### src/rtl/register_file_gen.sv
// register_file_gen: 2-read/1-write register file, reg 0 reads zero, storage cleared by a one-entry-per-cycle sweep.
// Reads are combinational, writes land at the edge (same-cycle forwarding when REGFILE_BYPASS_EN is defined); writes are dropped while busy.
module register_file_gen #(
  parameter int DATA_W = 8,
  parameter int ADDR_W = 4,
  parameter int DEPTH  = 16
) (
  input  logic              clk,
  input  logic              rst,
  input  logic              clr,
  input  logic              regWriteEn,
  input  logic [ADDR_W-1:0] writeAdr,
  input  logic [DATA_W-1:0] writeData,
  input  logic [ADDR_W-1:0] readAdr1,
  input  logic [ADDR_W-1:0] readAdr2,
  output logic [DATA_W-1:0] readData1,
  output logic [DATA_W-1:0] readData2,
  output logic              busy
);

  typedef enum logic {
    ST_IDLE  = 1'b0,
    ST_CLEAR = 1'b1
  } state_t;

  localparam logic [ADDR_W:0]   DEPTH_C  = (ADDR_W+1)'(DEPTH);
  localparam logic [ADDR_W-1:0] LAST_PTR = ADDR_W'(DEPTH - 1);

  state_t              state_q, state_d;
  logic [ADDR_W-1:0]   ptr_q, ptr_d;
  logic [DATA_W-1:0]   mem_q [DEPTH];

  logic                wr_ok;
  logic                mem_we;
  logic [ADDR_W-1:0]   mem_wa;
  logic [DATA_W-1:0]   mem_wd;

  function automatic logic in_range(input logic [ADDR_W-1:0] a);
    return ({1'b0, a} < DEPTH_C);
  endfunction

  always_ff @(posedge clk or negedge rst) begin
    if (!rst) begin
      state_q <= ST_CLEAR;
      ptr_q   <= '0;
    end else begin
      state_q <= state_d;
      ptr_q   <= ptr_d;
    end
  end

  always_comb begin
    state_d = state_q;
    ptr_d   = ptr_q;
    case (state_q)
      ST_CLEAR: begin
        if (ptr_q == LAST_PTR) state_d = ST_IDLE;
        else                   ptr_d   = ptr_q + ADDR_W'(1);
      end
      ST_IDLE: begin
        if (clr) begin
          state_d = ST_CLEAR;
          ptr_d   = '0;
        end
      end
      default: begin
        state_d = ST_CLEAR;
        ptr_d   = '0;
      end
    endcase
  end

  // The sweep and normal writes share the single storage write port.
  always_comb begin
    busy   = (state_q == ST_CLEAR);
    wr_ok  = regWriteEn && (state_q == ST_IDLE) && !clr &&
             (writeAdr != '0) && in_range(writeAdr);
    mem_we = busy || wr_ok;
    mem_wa = busy ? ptr_q : writeAdr;
    mem_wd = busy ? '0 : writeData;
  end

  always_ff @(posedge clk) begin
    if (mem_we) mem_q[mem_wa] <= mem_wd;
  end

  function automatic logic [DATA_W-1:0] rd_port(input logic [ADDR_W-1:0] a);
    logic [DATA_W-1:0] v;
    v = '0;
    if (!busy && (a != '0) && in_range(a)) v = mem_q[a];
`ifdef REGFILE_BYPASS_EN
    if (wr_ok && (a == writeAdr)) v = writeData;
`endif
    return v;
  endfunction

  always_comb begin
    readData1 = rd_port(readAdr1);
    readData2 = rd_port(readAdr2);
  end

endmodule
### config.mk
export PLATFORM = sky130hd
export DESIGN_NAME = register_file_gen
export DESIGN_NICKNAME = d
export VERILOG_FILES = /design/src/rtl/register_file_gen.sv
export SDC_FILE = /design/constraint.sdc
export NUM_CORES = 1
export LEC_CHECK = 0
export CAP_MARGIN = 20
export CELL_PAD_IN_SITES_DETAIL_PLACEMENT = 0
export CELL_PAD_IN_SITES_GLOBAL_PLACEMENT = 2
export CORE_MARGIN = 2
export CORE_UTILIZATION = 46
export CTS_BUF_LIST = sky130_fd_sc_hd__clkbuf_8
export DETAILED_ROUTE_END_ITERATION = 12
export HOLD_SLACK_MARGIN = 0.12
export PLACE_DENSITY_LB_ADDON = 0.1
export SYNTH_ARGS = -nofsm -noshare
export SYNTH_HDL_FRONTEND = slang
export SYNTH_SLANG_ARGS = --single-unit
### constraint.sdc
create_clock -name clk -period 2.44 [get_ports clk]
set_input_delay 0.488 -clock clk [delete_from_list [all_inputs] [get_ports clk]]
set_output_delay 0.488 -clock clk [all_outputs]
set_load 0.005 [all_outputs]
==> run_results.csv, run 1 <==
group,metric,value,unit
logic_synthesis,synthTopCellsByArea,"edfxtp_1 (58%), mux4_2 (9.9%), mux2i_1 (6.4%), mux4_1 (5.2%), mux4_4 (3.0%)",
worst_setup_path,cp.required,1.95,ns
floorplan,die_w,124,um
finish,layout.nets,528,
sta,period_minus_slack,2.42,ns
global_routing,grt_max_degree,23,
logic_synthesis,yosysMostFrequentCell,"edfxtp_1",
power_and_ir_drop,power,7.57,mW
sta,skew,0.0125,ns
floorplan,io_pins,41,
sta,slew-limit-headroom,33.7,%
global_routing,grt_pass1_wl,25300,um
logic_synthesis,synthFlopType,"edfxtp_1",
logic_synthesis,synth_nets,418,
floorplan,rows,43,
logic_synthesis,synth_area,6570,um2
worst_setup_path,rr_worst_depth,6,
power_and_ir_drop,power_frac_clock,26.3,%
finish,fin_util,59.7,%
logic_synthesis,ys_warn_count,0,
drt,ant_nets,0,
drt,dr_wl_met2,8830,um
clock_network,clockBufferDepth,2,
floorplan,start_util,47.2,%
drt,m1WireLength,6630,um
power_and_ir_drop,p_comb_share,29.6,%
logic_synthesis,async_flop_share,3.79,%
logic_synthesis,yosysSeqAreaShare,59.9,%
placement,io_buffers,40,
worst_setup_path,max_stage_delay,0.53,ns
global_routing,grt_pass1_vias,4292,
sta,rsz0062_at_grt,"yes",
clock_network,hold_buffers,0,
logic_synthesis,synth-seq-cells,132,
run_status,status,"completed",
clock_network,clock-root-buffer,"clkbuf_8",
finish,syn_to_final_growth,26.6,%
power_and_ir_drop,seqPwrFrac,44.1,%
clock_network,cts_buffers,17,
power_and_ir_drop,power.density,910,nW/um2
logic_synthesis,syn_inst,393,
finish,finalInstanceArea,8320,um2
sta,hold_viol,0,
sta,setup_violations,0,
clock_network,tritoncts,"yes",
floorplan,die_h,124,um
worst_setup_path,cp_max_fo,6,
floorplan,dieArea,15300,um2
clock_network,path_clk_slew,0.07,ns
logic_synthesis,synth_area_leader_cell,"edfxtp_1",
logic_synthesis,yosys-top-cells-count,"edfxtp_1 (127), mux2i_1 (42), nor2_1 (34)",
placement,gp_congestion,0.861,
worst_setup_path,cp_slowest_cell,"mux4_2",
power_and_ir_drop,peakVddDrop,0.472,mV
power_and_ir_drop,p_leak,3.02,nW
worst_setup_path,crit_type,"input pin to output port",
finish,multiInputGateArea,2550,um2
drt,first_iter_violations,378,
sta,max_freq,413,MHz
power_and_ir_drop,netSwitchingPower,2.32,mW
finish,regArea,3940,um2
placement,placedInstanceArea,7550,um2
drt,dr.pass1.iters,4,
run,cap_violations,0,
drt,drc,0,
global_routing,gr-usage-all-layers,24.1,%
min_path,hp-class,"input pin to async pin",
global_routing,grt_antenna_before_repair,0,
finish,diodes,0,
drt,wl_per_cell,24.1,um
drt,wl_met3,896,um
logic_synthesis,synth_top_area_share,58.0,%
sta,holdWs,0.280,ns
power_and_ir_drop,p_int,5.24,mW
clock_network,clk_latency,0.45,ns
logic_synthesis,syn_area_per_cell,16.7,um2
sta,tightest_slew,0.992,ns
worst_setup_path,worstPathArrival,1.93,ns
clock_network,clkSinkCount,132,
logic_synthesis,yosys.cell_types.count,44,
placement,place_hpwl,11700,um
drt,via_count,4131,
global_routing,grt_overflow,0,
sta,fin_crit_sh,99.1,%
drt,dr.max_layer_used,"met4",
floorplan,design.core.area,13900,um2
worst_setup_path,worst_setup_path_end_kind,"output port",
finish,drive_gt1_share,40.9,%
sta,report.final.slew_viol_count,0,
finish,fill_cells,1086,
clock_network,h-tree-depth,4,
worst_setup_path,path_cells,"buf_6 -> buf_12 -> bufbuf_16 -> mux4_2 -> mux2i_4 -> o22ai_1 -> buf_2",
logic_synthesis,synth_edf_count,127,
power_and_ir_drop,p_sw_share,30.7,%
worst_setup_path,start_kind,"input pin",
drt,routed_wl,16800,um
drt,viasPerCell,5.94,
## power by group through the flow
stage / logic, mW / clock network, mW / registers, mW
after floorplan: 1.18 / 0 / 3.29
after global placement: 2.05 / 0 / 3.35
after detailed placement: 2.09 / 0 / 3.38
after CTS: 2.23 / 2.04 / 3.33
after global routing: 2.41 / 2.11 / 3.38
final: 2.24 / 1.99 / 3.34
## what timing repair did
action,in CTS,in global routing
pin swaps,15,9
gates cloned,4,1
gates resized for setup,120,17
endpoints found under the hold margin,0,0
buffers inserted,11,0
endpoints found under the setup margin,17,13
## final timing paths
path | startpoint | end | slack (ns)
min | rst | ptr_q[3] | 0.28
max reg2reg | busy | mem_q[11][0] | 0.35
min in group clk | ptr_q[3] | ptr_q[3] | 0.66
max | readAdr2[0] | readData2[7] | 0.02
min reg2reg | ptr_q[3] | ptr_q[3] | 0.66
max in group asynchronous | rst | busy | 1.89
## cells in the final DEF, fill, tap and decap left out, drive strengths merged, types with 3 or more instances in the layout
| master | count |
|---|---|
| a21oi | 3 |
| a22oi | 12 |
| a31oi | 3 |
| and3 | 3 |
| buf | 91 |
| bufinv | 4 |
| clkbuf | 24 |
| clkdlybuf4s50 | 17 |
| clkinvlp | 3 |
| dfrtp | 4 |
| edfxtp | 127 |
| inv | 12 |
| mux2i | 42 |
| mux4 | 50 |
| nand2 | 20 |
| nor2 | 34 |
| nor2b | 14 |
| nor3 | 5 |
| o21ai | 4 |
| o22ai | 14 |
## routing by layer
layer | vias to the layer above | track usage (%)
met5 | - | 0
met4 | 0 | 9.38
met3 | 28 | 5.35
met2 | 123 | 42.5
met1 | 2144 | 28.7
li1 | 1836 | -
## registers in the layout (all words and copies together), names as in the netlist
name and count:
ptr_q 4, mem_q 127, busy 1
## final cells by class
class / instances / share of cell area, %
inverter: 6 / 0.271
clock inverter: 15 / 2.44
clock buffer: 17 / 2.81
multi-input combinational: 228 / 30.6
timing repair buffer: 118 / 13.8
sequential: 132 / 47.4
tap: 180 / 2.71
## through the flow
step | TNS (ns) | worst slack (ns) | cells
2_1_floorplan | 0 | 0.425 | 393
3_3_place_gp | -11.15 | -0.823 | 648
3_5_place_dp | -11.25 | -0.826 | 649
4_1_cts | -0.0856 | -0.0753 | 695
5_1_grt | -0.0496 | -0.0381 | 696
6_report | 0 | 0.0212 | 696
## critical path, delay by kind of cell
kind / cells / cell delay, ns
mux: 2 / 0.72
compound gates: 1 / 0.09
buf+inv: 4 / 0.62
## cells by family after synthesis
family / count (synthesis) / share of synthesized area, %
AOI/OAI and AO/OA: 45 / 4.70
DFF: 132 / 59.9
and+or+nand+nor: 86 / 6.17
xor gates and xnor gates: 2 / 0.267
muxes: 94 / 24.9
buffers and inverters: 33 / 3.81
adders and majority gates: 1 / 0.190
(Power assumes the default switching activity.)
==> run 2, diff against run 1 <==
Settings changed: CORE_UTILIZATION 46 to 42.
Clock period 2.44 ns to 2.2 ns, I/O delays scaled along.
==> run_results.csv, run 2 (same netlist as run 1, synthesis figures left out) <==
group,metric,value,unit
sta,holdWs,0.237,ns
floorplan,rows,45,
global_routing,grt_pass1_vias,4334,
sta,report.final.slew_viol_count,0,
sta,slew-limit-headroom,31.7,%
min_path,hp-class,"input pin to async pin",
global_routing,grt_pass1_wl,25900,um
clock_network,clkSinkCount,132,
worst_setup_path,cp_num_buf_inv,1,
worst_setup_path,cp_top_family,"flip-flops",
drt,viasPerCell,5.53,
global_routing,gr-usage-all-layers,21.9,%
finish,diodes,0,
finish,fill_cells,1237,
global_routing,grt_overflow,0,
finish,regMostFlops,"mem_q",
worst_setup_path,cp.required,1.76,ns
run,cap_violations,0,
worst_setup_path,worst_setup_path_end_kind,"output port",
sta,tightest_slew,1.02,ns
clock_network,clockBufferDepth,2,
finish,syn_to_final_growth,30.8,%
finish,final_cell_mix,"edfxtp_1 (127), buf_4 (80), mux4_2 (35), mux2i_1 (32), nor2_1 (25)",
power_and_ir_drop,p_comb_share,33.9,%
sta,hold_viol,0,
clock_network,clock-root-buffer,"clkbuf_8",
clock_network,path_clk_slew,0.07,ns
worst_setup_path,cp_max_fo,5,
global_routing,grt_antenna_before_repair,0,
clock_network,hold_buffers,0,
power_and_ir_drop,peakVddDrop,0.661,mV
worst_setup_path,path_cells,"and2b_2 -> and3_4 -> a31oi_4 -> o41ai_2 -> buf_2",
worst_setup_path,crit_type,"flip-flop to output port",
power_and_ir_drop,seqPwrFrac,43.7,%
finish,layout.nets,560,
floorplan,design.core.area,15300,um2
floorplan,io_pins,41,
sta,worst_slack,-0.165,ns
sta,max_freq,423,MHz
placement,place_hpwl,12200,um
finish,finalInstanceArea,8600,um2
clock_network,h-tree-depth,4,
sta,period_minus_slack,2.36,ns
drt,via_count,4195,
sta,fin_crit_sh,107,%
drt,routed_wl,17300,um
sta,skew,0.00763,ns
power_and_ir_drop,p_sw_share,31.8,%
floorplan,die_w,129,um
finish,regArea,3940,um2
floorplan,dieArea,16700,um2
finish,mostFrequentLayoutCell,"edfxtp_1",
placement,placedInstanceArea,7730,um2
run_status,status,"finished, violations left",
drt,dr.pass1.iters,4,
clock_network,tritoncts,"yes",
clock_network,clk_latency,0.44,ns
worst_setup_path,cp_slowest_cell,"dfstp_2",
drt,drc,0,
power_and_ir_drop,p_int,5.78,mW
sta,rsz0062_at_grt,"yes",
worst_setup_path,start_kind,"flip-flop",
sta,setup_violations,16,
power_and_ir_drop,netSwitchingPower,2.69,mW
run_status,failed_checks,"setup timing",
power_and_ir_drop,power.density,984,nW/um2
placement,io_buffers,40,
floorplan,start_util,43.1,%
placement,gp_congestion,0.814,
drt,ant_nets,0,
worst_setup_path,worstPathArrival,1.92,ns
clock_network,cts_buffers,17,
power_and_ir_drop,p_leak,3.17,nW
drt,first_iter_violations,357,
global_routing,grt_max_degree,19,
finish,largest_reg_flops,127,
finish,drive_gt1_share,45.0,%
power_and_ir_drop,power_frac_clock,22.4,%
drt,wl_per_cell,22.9,um
finish,multiInputGateArea,2640,um2
worst_setup_path,max_stage_delay,0.60,ns
floorplan,die_h,129,um
run 2: cell types whose count changed in the layout (fill, tap and decap cells not counted), moves of 4 or more:
cell      change
buf_4        +20
buf_6        +12
nor2_1        -9
buf_2         +6
clkbuf_2      -5
inv_6         -5
nor2_2        +5
nor2_4        +4
run 2: final timing paths:
check | start | to | slack [ns] | cells after the start
worst max-delay path | busy | readData2[6] | -0.16 | 5
worst min-delay path | rst | ptr_q[2] | 0.24 | 1
worst max register to register | busy | mem_q[11][3] | 0.02 | 7
worst min register to register | ptr_q[3] | ptr_q[3] | 0.65 | 2
max in group asynchronous | rst | busy | 1.69 | 1
min in group clk | ptr_q[3] | ptr_q[3] | 0.65 | 2
run 2: power by group through the flow:
stage          registers [mW]  logic (mW)  clock network (mW)
6_report                 3.70        2.87                1.89
2_1_floorplan            3.65        1.31                   0
5_1_grt                  3.75        3.08                2.04
3_5_place_dp             3.75        2.47                   0
4_1_cts                  3.70        2.67                1.92
3_3_place_gp             3.72        2.44                   0
run 2: final cells by class:
class,count,area share [%]
clock buffer,17,2.72
inverter,6,0.262
timing repair buffer,150,16.0
tap,211,3.07
clock inverter,14,1.43
sequential,132,45.8
multi-input combinational,228,30.7
run 2: metrics by stage:
stage | setup slack, ns | power [mW] | cells | util, % | TNS [ns]
after floorplan | 0.239 | 4.97 | 393 | - | 0
after global placement | -0.955 | 6.16 | 702 | 50.6 | -26.46
after detailed placement | -0.960 | 6.22 | 703 | 50.7 | -27.04
after CTS | -0.195 | 8.28 | 751 | 55.2 | -2.01
after global routing | -0.219 | 8.87 | 758 | 56.4 | -4.40
final | -0.165 | 8.46 | 758 | 56.4 | -1.43
run 2: routing by layer:
metal / up-vias / part of all wire (%) / global-route usage, %
li1: 1887 / - / -
met1: 2174 / 43 / 29.0
met2: 119 / 52 / 36.9
met3: 15 / 4.1 / 4.67
met4: 0 / 1.4 / 6.07
met5: - / 0 / 0
run 2: worst reg2reg max path, stage by stage (launching register included):
cell and delay (ns):
dfstp_2 0.41, buf_6 0.13, buf_8 0.14, or4b_4 0.55, o22ai_4 0.18, nand2_2 0.14
nor2_2 0.16, buf_6 0.18
run 2: repair_timing:
action	4_1_cts	5_1_grt
setup buffers	16	4
resized for setup	147	31
endpoints found under the setup margin	47	63
pin swaps	15	10
cloned	2	1
==> run 3, diff against run 2 <==
Settings changed: CAP_MARGIN 20 to 25.
==> results of run 3 <==
Same layout as run 2: the final DEF is identical, and so are final timing and power.
